===== config.mk =====
export PLATFORM = sky130hd
export DESIGN_NAME = if_ctrl
export DESIGN_NICKNAME = d
export VERILOG_FILES = /design/src/rtl/if_ctrl.sv
export SDC_FILE = /design/constraint.sdc
export NUM_CORES = 1
export LEC_CHECK = 0
export BUFFER_PORTS_ARGS = -buffer_cell sky130_fd_sc_hd__buf_2
export CAP_MARGIN = 20
export CORE_UTILIZATION = 52
export DETAILED_ROUTE_END_ITERATION = 10
export PLACE_DENSITY_LB_ADDON = 0.25
export SKIP_LAST_GASP = 1
export SLEW_MARGIN = 10
export SYNTH_ARGS = -nofsm -noshare
export SYNTH_HDL_FRONTEND = slang
export SYNTH_SLANG_ARGS = --single-unit

===== constraint.sdc =====
create_clock -name clk -period 2.2 [get_ports clk]
set_input_delay 0.22 -clock clk [delete_from_list [all_inputs] [get_ports clk]]
set_output_delay 0.22 -clock clk [all_outputs]
set_load 0.02 [all_outputs]

===== src/rtl/if_ctrl.sv =====
// rtl/if_ctrl.sv - instruction-fetch stage control FSM
//
// Purpose: sequences instruction-memory requests, PC/IF-ID register hold and
// bubble control, branch/exception redirect selection and request timeout.
//
// Ports:
//   clk       in   clock, all state updates on posedge
//   rst       in   synchronous active-high reset
//   imem_req  out  fetch request to instruction memory
//   imem_ack  in   memory completes the current request this cycle
//   stall_id  in   decode hazard stall (hold IF/ID)
//   br_taken  in   pulse: branch resolved taken
//   exc_req   in   pulse: exception raised downstream
//   hold_pc   out  PC register keeps its value
//   hold_if   out  IF/ID register keeps its value
//   flush_if  out  IF/ID register loads a bubble
//   br_sel    out  next-PC mux selects branch target
//   exc_sel   out  next-PC mux selects exception vector
//   imem_err  out  one-cycle pulse on request timeout
module if_ctrl #(
  parameter int TIMEOUT = 15
) (
  input  logic clk,
  input  logic rst,
  output logic imem_req,
  input  logic imem_ack,
  input  logic stall_id,
  input  logic br_taken,
  input  logic exc_req,
  output logic hold_pc,
  output logic hold_if,
  output logic flush_if,
  output logic br_sel,
  output logic exc_sel,
  output logic imem_err
);

  typedef enum logic [1:0] {
    IDLE  = 2'd0,
    FETCH = 2'd1,
    ABORT = 2'd2
  } state_t;

  localparam logic [7:0] WAIT_LAST = 8'(TIMEOUT - 1);

  state_t     state, state_nxt;
  logic       pend_br, pend_br_nxt;
  logic       pend_exc, pend_exc_nxt;
  logic [7:0] wait_cnt, wait_cnt_nxt;

  logic exc_cls, br_cls, redirect, timeout;

  // Exception class always wins over branch class when both are present.
  assign exc_cls  = exc_req | pend_exc;
  assign br_cls   = br_taken | pend_br;
  assign redirect = exc_cls | br_cls;
  assign timeout  = (state == FETCH) && !imem_ack && (wait_cnt == WAIT_LAST);

  always_ff @(posedge clk) begin
    if (rst) begin
      state    <= IDLE;
      pend_br  <= 1'b0;
      pend_exc <= 1'b0;
      wait_cnt <= 8'd0;
    end else begin
      state    <= state_nxt;
      pend_br  <= pend_br_nxt;
      pend_exc <= pend_exc_nxt;
      wait_cnt <= wait_cnt_nxt;
    end
  end

  always_comb begin
    state_nxt    = state;
    pend_br_nxt  = pend_br;
    pend_exc_nxt = pend_exc;
    wait_cnt_nxt = 8'd0;
    // Redirect requests that cannot be serviced this cycle are remembered;
    // a new exception discards any remembered branch.
    if (exc_req) begin
      pend_exc_nxt = 1'b1;
      pend_br_nxt  = 1'b0;
    end else if (br_taken && !pend_exc) begin
      pend_br_nxt = 1'b1;
    end
    case (state)
      IDLE: state_nxt = FETCH;
      FETCH: begin
        if (imem_ack) begin
          pend_br_nxt  = 1'b0;
          pend_exc_nxt = 1'b0;
          // Leaving pending bits untouched is equivalent when no redirect
          // is active, since then both are already zero.
          if (!redirect) begin
            pend_br_nxt  = pend_br;
            pend_exc_nxt = pend_exc;
          end
        end else if (timeout) begin
          pend_exc_nxt = 1'b1;
          pend_br_nxt  = 1'b0;
          state_nxt    = ABORT;
        end else begin
          wait_cnt_nxt = wait_cnt + 8'd1;
        end
      end
      ABORT: begin
        // The exception redirect issued here satisfies every pending request.
        state_nxt    = FETCH;
        pend_br_nxt  = 1'b0;
        pend_exc_nxt = 1'b0;
      end
      default: begin
        state_nxt    = IDLE;
        pend_br_nxt  = 1'b0;
        pend_exc_nxt = 1'b0;
      end
    endcase
  end

  always_comb begin
    imem_req = 1'b0;
    hold_pc  = 1'b1;
    hold_if  = 1'b0;
    flush_if = 1'b1;
    br_sel   = 1'b0;
    exc_sel  = 1'b0;
    imem_err = 1'b0;
    if (!rst) begin
      case (state)
        FETCH: begin
          imem_req = 1'b1;
          if (imem_ack && redirect) begin
            hold_pc  = 1'b0;
            exc_sel  = exc_cls;
            br_sel   = !exc_cls;
          end else if (imem_ack && !stall_id) begin
            hold_pc  = 1'b0;
            flush_if = 1'b0;
          end else if (imem_ack || stall_id) begin
            // Stalled decode: keep IF/ID, refetch the same PC.
            hold_if  = 1'b1;
            flush_if = 1'b0;
          end
          imem_err = timeout;
        end
        ABORT: begin
          hold_pc = 1'b0;
          exc_sel = 1'b1;
        end
        default: ;
      endcase
    end
  end

endmodule


==> flow_metrics.py, run 1 <==
metrics = {
    "sta": {
        "drv_slew": 0,
        "maxSlewHeadroom_pct": 71.4,
        "finalSetupTns_ns": 0,
        "period_minus_slack_ns": 2.09,
        "hold_violations": 0,
        "fin_skew_ns": 0.00794,
        "rsz0062_at_grt": "false",
        "fin_crit_sh_pct": 94.9,
        "max_freq_mhz": 479,
        "tightest_slew_ns": 0.425,
        "finalSetupViolCount": 0,
    },
    "power_and_ir_drop": {
        "peakVddDrop_uv": 375,
        "switching_share_pct": 34.8,
        "p_total_uw": 614,
        "seqPwrFrac_pct": 43.8,
        "p_leak_uw": 0.000312,
        "switchingPower_uw": 214,
        "combPwrFrac_pct": 34.6,
        "pwr-share-clk_pct": 21.6,
        "cell_internal_pwr_uw": 401,
        "p_per_area_nw_per_um2": 744,
    },
    "worst_setup_path": {
        "reg2reg_depth": 3,
        "start_kind": "register",
        "worst_setup_path_end_kind": "output pin",
        "cp.depth": 4,
        "crit_type": "register to output pin",
        "critical_path_buf_inv_count": 1,
        "cpMaxStageDelayCell": "or4_1",
        "crit_fanout": 6,
        "path_delay_family": "simple AND/OR/NAND/NOR gates",
        "reg2reg_slack_ns": 0.56,
        "slowest_delay_ns": 0.64,
        "crit_chain": "or4_1 > or3_1 > nor2_1 > buf_2",
        "required_ns": 1.98,
        "cp.arrival_ns": 1.87,
    },
    "cts": {
        "clk-insertion-delay-late_ns": 0.27,
        "cts-root-buf": "clkbuf_4",
        "h-tree-depth": 1,
        "cts_tree": "done",
        "cts-resized-gates": 0,
        "postCtsSetupBuffers": 0,
        "clk_pin_slew_ns": 0.07,
        "hold_buffers": 0,
        "cts_made_buffers": 3,
        "cts.path.max_buffers": 2,
        "cts_num_sinks": 12,
    },
    "global_route": {
        "track_usage_pct": 24.3,
        "first_global_vias": 603,
        "grt.overflow.total": 0,
        "grt_max_degree": 11,
        "grt_pass1_wl_um": 2480,
        "antenna_found_initial": 0,
    },
    "finish": {
        "final_nets": 115,
        "drive_above_1_share_pct": 18.0,
        "mostFrequentLayoutCells": "12 x buf_2, 12 x dfxtp_1, 7 x nand2_1, 7 x ha_1",
        "final_area_um2": 826,
        "n_antenna_cell": 0,
        "num-fill-cells": 122,
        "area_growth_pct": 13.2,
    },
    "detailed_routing": {
        "vias": 656,
        "ant_nets": 0,
        "wirelength_um": 1440,
        "routed_via_density": 5.70,
        "avgRoutedWirePerCell_um": 12.5,
        "dr.first_iter.drc_count": 16,
        "drt_first_pass_iters": 4,
        "drc": 0,
    },
    "run_status": {
        "outcome": "completed",
    },
    "synth": {
        "syn_nets": 100,
        "yosysWarnings": 0,
        "postSynth.asyncResetShare_pct": 0,
        "synthDistinctLibCells": 31,
        "synth_edf_count": 0,
        "synth_flop_cell": "dfxtp_1",
        "synth-seq-area-share_pct": 32.9,
        "synth_area_um2": 729,
        "syn_inst": 87,
        "synth-seq-cells": 12,
        "avgSynthCellArea_um2": 8.38,
        "yosys.area.top_type": "dfxtp_1",
        "netlist.area_leader.share_pct": 32.9,
        "yosys-top-cells-area": "dfxtp_1 33%, ha_1 12%, nand2b_1 5.1%",
    },
    "place": {
        "routabilityCongestion": 0.705,
        "placedInstanceArea_um2": 803,
        "dpl.hpwl_um": 1110,
        "port_buffers": 12,
    },
    "floorplan": {
        "rows": 13,
        "die_area_um2": 1560,
        "die_y_um": 39.5,
        "die_w_um": 39.5,
        "initial_core_util_pct": 56.1,
        "core_area_um2": 1300,
        "num_io_pins": 13,
    },
    "hold_path": {
        "hold_class": "input port to register",
        "hold_depth": 2,
    },
    "run": {
        "cap_violations": 0,
    },
}
flip-flops by register name (all words and copies together) (netlist names):
register	flops
pend_br	1
state	2
pend_exc	1
wait_cnt	8
Yosys cell counts, drive strengths merged (2+ instances only):
library cell  count
nand3             2
nor3b             2
dfxtp            12
o31ai             2
nor2b             2
mux2i             2
o21ai             5
nor3              4
a31oi             3
a21oi             5
nand2b            6
or4               2
nand2             7
ha                7
clkbuf            2
nor2              2
inv               6
or3               3
metal layers:
layer | wire length, µm | track usage (%) | vias to the layer above | part of all wire [%]
li1 | - | - | 339 | -
met1 | 640 | 25.7 | 295 | 44
met2 | 727 | 43.9 | 20 | 51
met3 | 51 | 5.11 | 2 | 3.5
met4 | 19 | 12.9 | 0 | 1.3
met5 | 0 | 0 | - | 0
cells by family after synthesis:
group                      after synthesis  share of synthesized area, %
AOI/OAI and AO/OA                       19                          16.1
muxes                                    3                          4.29
DFF                                     12                          32.9
adders and majority gates                7                          12.0
xor gates and xnor gates                 1                          1.20
and+or+nand+nor                         36                          28.6
buffers and inverters                    9                          4.80
power by group through the flow:
| stage | registers (µW) | logic, µW | clock network (µW) |
|---|---|---|---|
| global route | 273 | 240 | 144 |
| detailed placement | 272 | 214 | 0 |
| global placement | 273 | 207 | 0 |
| finish | 269 | 212 | 133 |
| floorplan | 267 | 162 | 0 |
| CTS | 268 | 215 | 139 |
final timing paths:
kind | from | endpoint
setup reg to reg | wait_cnt[5] | state[0]
hold reg to reg | wait_cnt[7] | wait_cnt[7]
setup / recovery | wait_cnt[5] | imem_err
hold / removal | exc_req | pend_br
layout make-up:
class	instances	area, µm²	area share, %
inverters	6	22.5	2.73
well taps	15	18.8	2.27
multi-input cells	66	454	55.0
clock buffers	3	22.5	2.73
repair buffers	13	67.6	8.18
flip-flops and latches	12	240	29.1
worst reg2reg max path: cells and delay by family (launching register included):
kind            cells  cell delay, ns
flops               1            0.34
simple gates        1            0.64
compound gates      1            0.41
mux                 1            0.14
per-stage QoR:
step                      setup slack (ns)  cells  hold slack [ns]  util, %
after floorplan                      0.129     87            0.303        -
after global placement               0.438    112            0.437     61.7
after detailed placement             0.420    112            0.439     61.7
after CTS                            0.115    115            0.157     63.5
after global routing              0.000345    115            0.183     63.5
final                                0.113    115            0.165     63.5
No activity file was read; power rests on OpenSTA's default activity.
==> run 2, diff against run 1 <==
Settings changed: CORE_UTILIZATION 52 to 55.
Clock period 2.2 ns to 2.65 ns, I/O delays scaled along.
==> run 2 against run 1 <==
Non-clock buffer count is 1 lower. Worst hold slack improved by 0.036 ns. Critical endpoint unchanged. Worst setup slack improved by 0.41 ns. Via count is 0.15% higher. Clock power grew 9.8%.
==> flow_metrics.py, run 2 (synthesis results as in run 1) <==
metrics = {
    "hold_path": {
        "worstHoldStart": "exc_req",
        "hold_depth": 2,
        "hold_class": "input port to register",
        "min_to": "pend_br",
    },
    "sta": {
        "period_minus_slack_ns": 2.13,
        "fin_skew_ns": 0.00560,
        "drv_slew": 0,
        "finalSetupViolCount": 0,
        "hold_violations": 0,
        "maxSlewHeadroom_pct": 70.5,
        "max_freq_mhz": 469,
        "fin_crit_sh_pct": 80.4,
        "fin_ws_ns": 0.519,
        "rsz0062_at_grt": "false",
        "finalSetupTns_ns": 0,
        "tightest_slew_ns": 0.438,
    },
    "cts": {
        "clk_pin_slew_ns": 0.08,
        "clk-insertion-delay-late_ns": 0.27,
        "hold_buffers": 0,
        "cts_tree": "done",
        "h-tree-depth": 1,
        "cts_num_sinks": 12,
        "postCtsSetupBuffers": 0,
        "cts-resized-gates": 0,
        "cts.path.max_buffers": 2,
        "cts-root-buf": "clkbuf_4",
        "cts_made_buffers": 3,
    },
    "finish": {
        "n_antenna_cell": 0,
        "drive_above_1_share_pct": 18.0,
        "largest_register_ffs": 8,
        "num-fill-cells": 95,
        "final_nets": 114,
        "mostFrequentLayoutCells": "12 x buf_2, 12 x dfxtp_1, 7 x nand2_1, 7 x ha_1",
        "largest-register": "wait_cnt",
        "area_growth_pct": 13.9,
        "biggestRegsByFlops": "wait_cnt x8, state x2",
    },
    "detailed_routing": {
        "drt_first_pass_iters": 4,
        "dr.first_iter.drc_count": 12,
        "routed_via_density": 5.76,
        "wirelength_um": 1400,
        "avgRoutedWirePerCell_um": 12.3,
        "vias": 657,
        "drc": 0,
        "ant_nets": 0,
    },
    "floorplan": {
        "die_area_um2": 1480,
        "rows": 12,
        "core_area_um2": 1170,
        "num_io_pins": 13,
        "die_w_um": 38.4,
        "die_y_um": 38.4,
        "initial_core_util_pct": 62.3,
    },
    "run": {
        "cap_violations": 0,
    },
    "worst_setup_path": {
        "r2r-start": "wait_cnt[5]",
        "reg2reg_slack_ns": 1.01,
        "crit_type": "register to output pin",
        "start_kind": "register",
        "crit_fanout": 6,
        "worst_setup_path_end_kind": "output pin",
        "reg2reg_to": "state[1]",
        "cp.arrival_ns": 1.87,
        "required_ns": 2.38,
        "reg2reg_depth": 3,
    },
    "power_and_ir_drop": {
        "pwr-share-clk_pct": 26.9,
        "switching_share_pct": 33.7,
        "combPwrFrac_pct": 31.7,
        "cell_internal_pwr_uw": 360,
        "switchingPower_uw": 183,
        "peakVddDrop_uv": 326,
        "p_leak_uw": 0.000315,
        "seqPwrFrac_pct": 41.4,
        "p_per_area_nw_per_um2": 653,
    },
    "place": {
        "pre_cts_slack_ns": 0.817,
        "port_buffers": 12,
        "dpl.hpwl_um": 1050,
        "routabilityCongestion": 0.689,
    },
    "global_route": {
        "grt_max_degree": 11,
        "antenna_found_initial": 0,
        "grt_pass1_wl_um": 2520,
        "track_usage_pct": 24.9,
        "grt.overflow.total": 0,
        "first_global_vias": 604,
    },
    "run_status": {
        "outcome": "completed",
    },
}
run 2: metrics by stage:
step,total power (µW),instances,hold WS (ns),cell area [µm²],util (%)
3_3_place_gp,395,110,0.461,795,67.8
3_5_place_dp,400,110,0.486,795,67.8
6_report,543,114,0.200,831,70.9
5_1_grt,587,114,0.202,831,70.9
4_1_cts,547,114,0.200,831,70.9
2_1_floorplan,356,87,0.348,729,-
run 2: cell type report:
| class | count | area (µm²) | share of cell area (%) |
|---|---|---|---|
| inverters | 6 | 22.5 | 2.71 |
| well taps | 14 | 17.5 | 2.11 |
| multi-input cells | 66 | 454 | 54.7 |
| flip-flops and latches | 12 | 240 | 28.9 |
| repair buffers | 12 | 60.1 | 7.23 |
| clock buffers | 4 | 36.3 | 4.37 |
run 2: critical path, cell delays in order (launching register included):
cell	delay (ns)
dfxtp_1	0.34
or4_1	0.64
or3_1	0.37
nor2_1	0.08
buf_2	0.17
run 2: power by group through the flow:
stage | combinational, µW | sequential [µW] | clock [µW]
2_1_floorplan | 135 | 221 | 0
3_3_place_gp | 169 | 226 | 0
3_5_place_dp | 172 | 228 | 0
4_1_cts | 173 | 224 | 150
5_1_grt | 199 | 228 | 160
6_report | 172 | 225 | 146
run 2: worst max-delay path by stage:
| stage | startpoint | endpoint | slack [ns] | depth (start not counted) |
|---|---|---|---|---|
| floorplan | state[1] | br_sel | 0.53 | 4 |
| global placement | wait_cnt[5] | imem_err | 0.84 | 4 |
| detailed placement | wait_cnt[5] | imem_err | 0.82 | 4 |
| CTS | wait_cnt[5] | imem_err | 0.52 | 4 |
| global route | wait_cnt[5] | imem_err | 0.44 | 4 |
| finish | wait_cnt[5] | imem_err | 0.52 | 4 |
run 2: metal layers:
metal,vias to the layer above,part of all wire [%],wire length [µm],track usage [%]
li1,340,-,-,-
met1,302,48,679,29.0
met2,13,48,668,43.6
met3,2,2.9,40,3.49
met4,0,0.93,13,12.9
met5,-,0,0,0
==> run 3, diff against run 2 <==
Settings changed: CORE_UTILIZATION 55 to 47.
Clock period 2.65 ns to 1.8 ns, I/O delays scaled along.
==> run 3 against run 2 <==
The flow now finishes with violations (negative setup slack). Global-route usage fell by 6.0 points. Worst hold slack got worse by 0.059 ns. Sequential share of layout area fell by 1.4 points. Worst setup slack got worse by 0.63 ns. First-iteration DRC count fell by 25%. Sequential power rose by 48%. Critical endpoint unchanged.
==> flow_metrics.py, run 3 (synthesis results as in run 1) <==
metrics = {
    "floorplan": {
        "rows": 13,
        "die_area_um2": 1710,
        "initial_core_util_pct": 53.4,
        "die_y_um": 41.4,
        "core_area_um2": 1370,
        "num_io_pins": 13,
        "die_w_um": 41.4,
    },
    "detailed_routing": {
        "drc": 0,
        "wirelength_um": 1380,
        "vias": 660,
        "dr.first_iter.drc_count": 9,
        "ant_nets": 0,
        "drt_first_pass_iters": 4,
        "routed_via_density": 5.69,
        "avgRoutedWirePerCell_um": 11.9,
    },
    "sta": {
        "finalSetupViolCount": 1,
        "fin_crit_sh_pct": 106,
        "drv_slew": 0,
        "hold_slack_ns": 0.141,
        "maxSlewHeadroom_pct": 74.5,
        "fin_skew_ns": 0.00444,
        "tightest_slew_ns": 0.379,
        "fin_ws_ns": -0.108,
        "period_minus_slack_ns": 1.91,
        "hold_violations": 0,
        "rsz0062_at_grt": "true",
        "max_freq_mhz": 524,
        "finalSetupTns_ns": -0.108,
    },
    "cts": {
        "h-tree-depth": 1,
        "cts-root-buf": "clkbuf_4",
        "cts_num_sinks": 12,
        "clk_pin_slew_ns": 0.07,
        "cts_made_buffers": 3,
        "cts.path.max_buffers": 2,
        "cts_tree": "done",
        "hold_buffers": 0,
        "clk-insertion-delay-late_ns": 0.27,
    },
    "finish": {
        "largest-register": "wait_cnt",
        "mostFrequentLayoutCells": "11 x buf_2, 11 x dfxtp_1, 7 x nand2_1, 7 x ha_1",
        "area_growth_pct": 20.2,
        "drive_above_1_share_pct": 25.7,
        "n_antenna_cell": 0,
        "final_area_um2": 877,
        "num-fill-cells": 128,
        "final_nets": 116,
        "largest_register_ffs": 8,
        "stdcell_count": 116,
        "biggestRegsByFlops": "wait_cnt x8, state x2",
    },
    "power_and_ir_drop": {
        "p_per_area_nw_per_um2": 870,
        "p_leak_uw": 0.000323,
        "peakVddDrop_uv": 473,
    },
    "worst_setup_path": {
        "cp.arrival_ns": 1.73,
        "crit_fanout": 5,
        "reg2reg_depth": 4,
        "worst_setup_path_end_kind": "output pin",
        "required_ns": 1.62,
        "start_kind": "register",
        "crit_type": "register to output pin",
    },
    "place": {
        "placedInstanceArea_um2": 817,
        "port_buffers": 12,
        "dpl.hpwl_um": 998,
        "routabilityCongestion": 0.783,
        "place_inst": 113,
    },
    "global_route": {
        "use_met2_pct": 27.3,
        "use_met3_pct": 9.57,
        "busiest_layer": "met2",
        "first_global_vias": 510,
        "track_usage_pct": 18.9,
        "grt.overflow.total": 0,
        "grt_pass1_wl_um": 2060,
        "antenna_found_initial": 0,
        "grt_max_degree": 11,
        "use_met1_pct": 24.6,
    },
    "hold_path": {
        "hold_depth": 2,
        "hold_class": "input port to register",
    },
    "run_status": {
        "outcome": "finished, violations left",
        "violations": "negative setup slack",
    },
    "run": {
        "cap_violations": 0,
    },
}
-- run 3: worst max-delay path: stages, from the launching register on --
cell and delay [ns]:
dfxtp_2 0.34, or4_4 0.53, or3_4 0.36, nor2_4 0.11, buf_6 0.12
-- run 3: metrics by stage --
step           setup WS, ns  utilization (%)  total power [µW]
4_1_cts              -0.116             61.8               758
5_1_grt              -0.167             64.2               822
3_5_place_dp          0.176             59.8               591
6_report             -0.108             64.2               763
2_1_floorplan        0.0200                -               527
3_3_place_gp          0.193             59.8               592
-- run 3: power by group --
part	leakage [µW]	internal [µW]	switching [µW]
clock	0.0000138	77.4	80.0
combinational	0.000211	127	147
sequential	0.0000980	295	36.6
total	0.000323	500	263
-- run 3: final timing paths --
path	start	endpoint	slack (ns)
worst min register to register	wait_cnt[7]	wait_cnt[7]	0.49
worst max-delay path	wait_cnt[5]	imem_err	-0.11
worst min-delay path	exc_req	pend_br	0.14
worst max register to register	wait_cnt[5]	state[1]	0.16
-- run 3: timing repair --
action / in CTS / in global routing
pin swaps: 0 / 1
buffers inserted: 0 / 0
resized for setup: 2 / 8
setup endpoints to repair: 2 / 4
hold endpoints to repair: 0 / 0
-- run 3: area by class of cell --
class | count | area (µm²) | share of cell area (%)
flip-flops and latches | 12 | 241 | 27.5
repair buffers | 14 | 81.3 | 9.27
clock buffers | 3 | 22.5 | 2.57
multi-input cells | 66 | 490 | 55.9
well taps | 15 | 18.8 | 2.14
inverters | 6 | 22.5 | 2.57
-- run 3: layer usage --
metal | share of wire, % | vias to the layer above | wire length, µm
met5 | 0 | - | 0
met4 | 0.36 | 0 | 5
met3 | 4.3 | 2 | 59
met2 | 43 | 9 | 595
met1 | 52 | 304 | 721
li1 | - | 345 | -
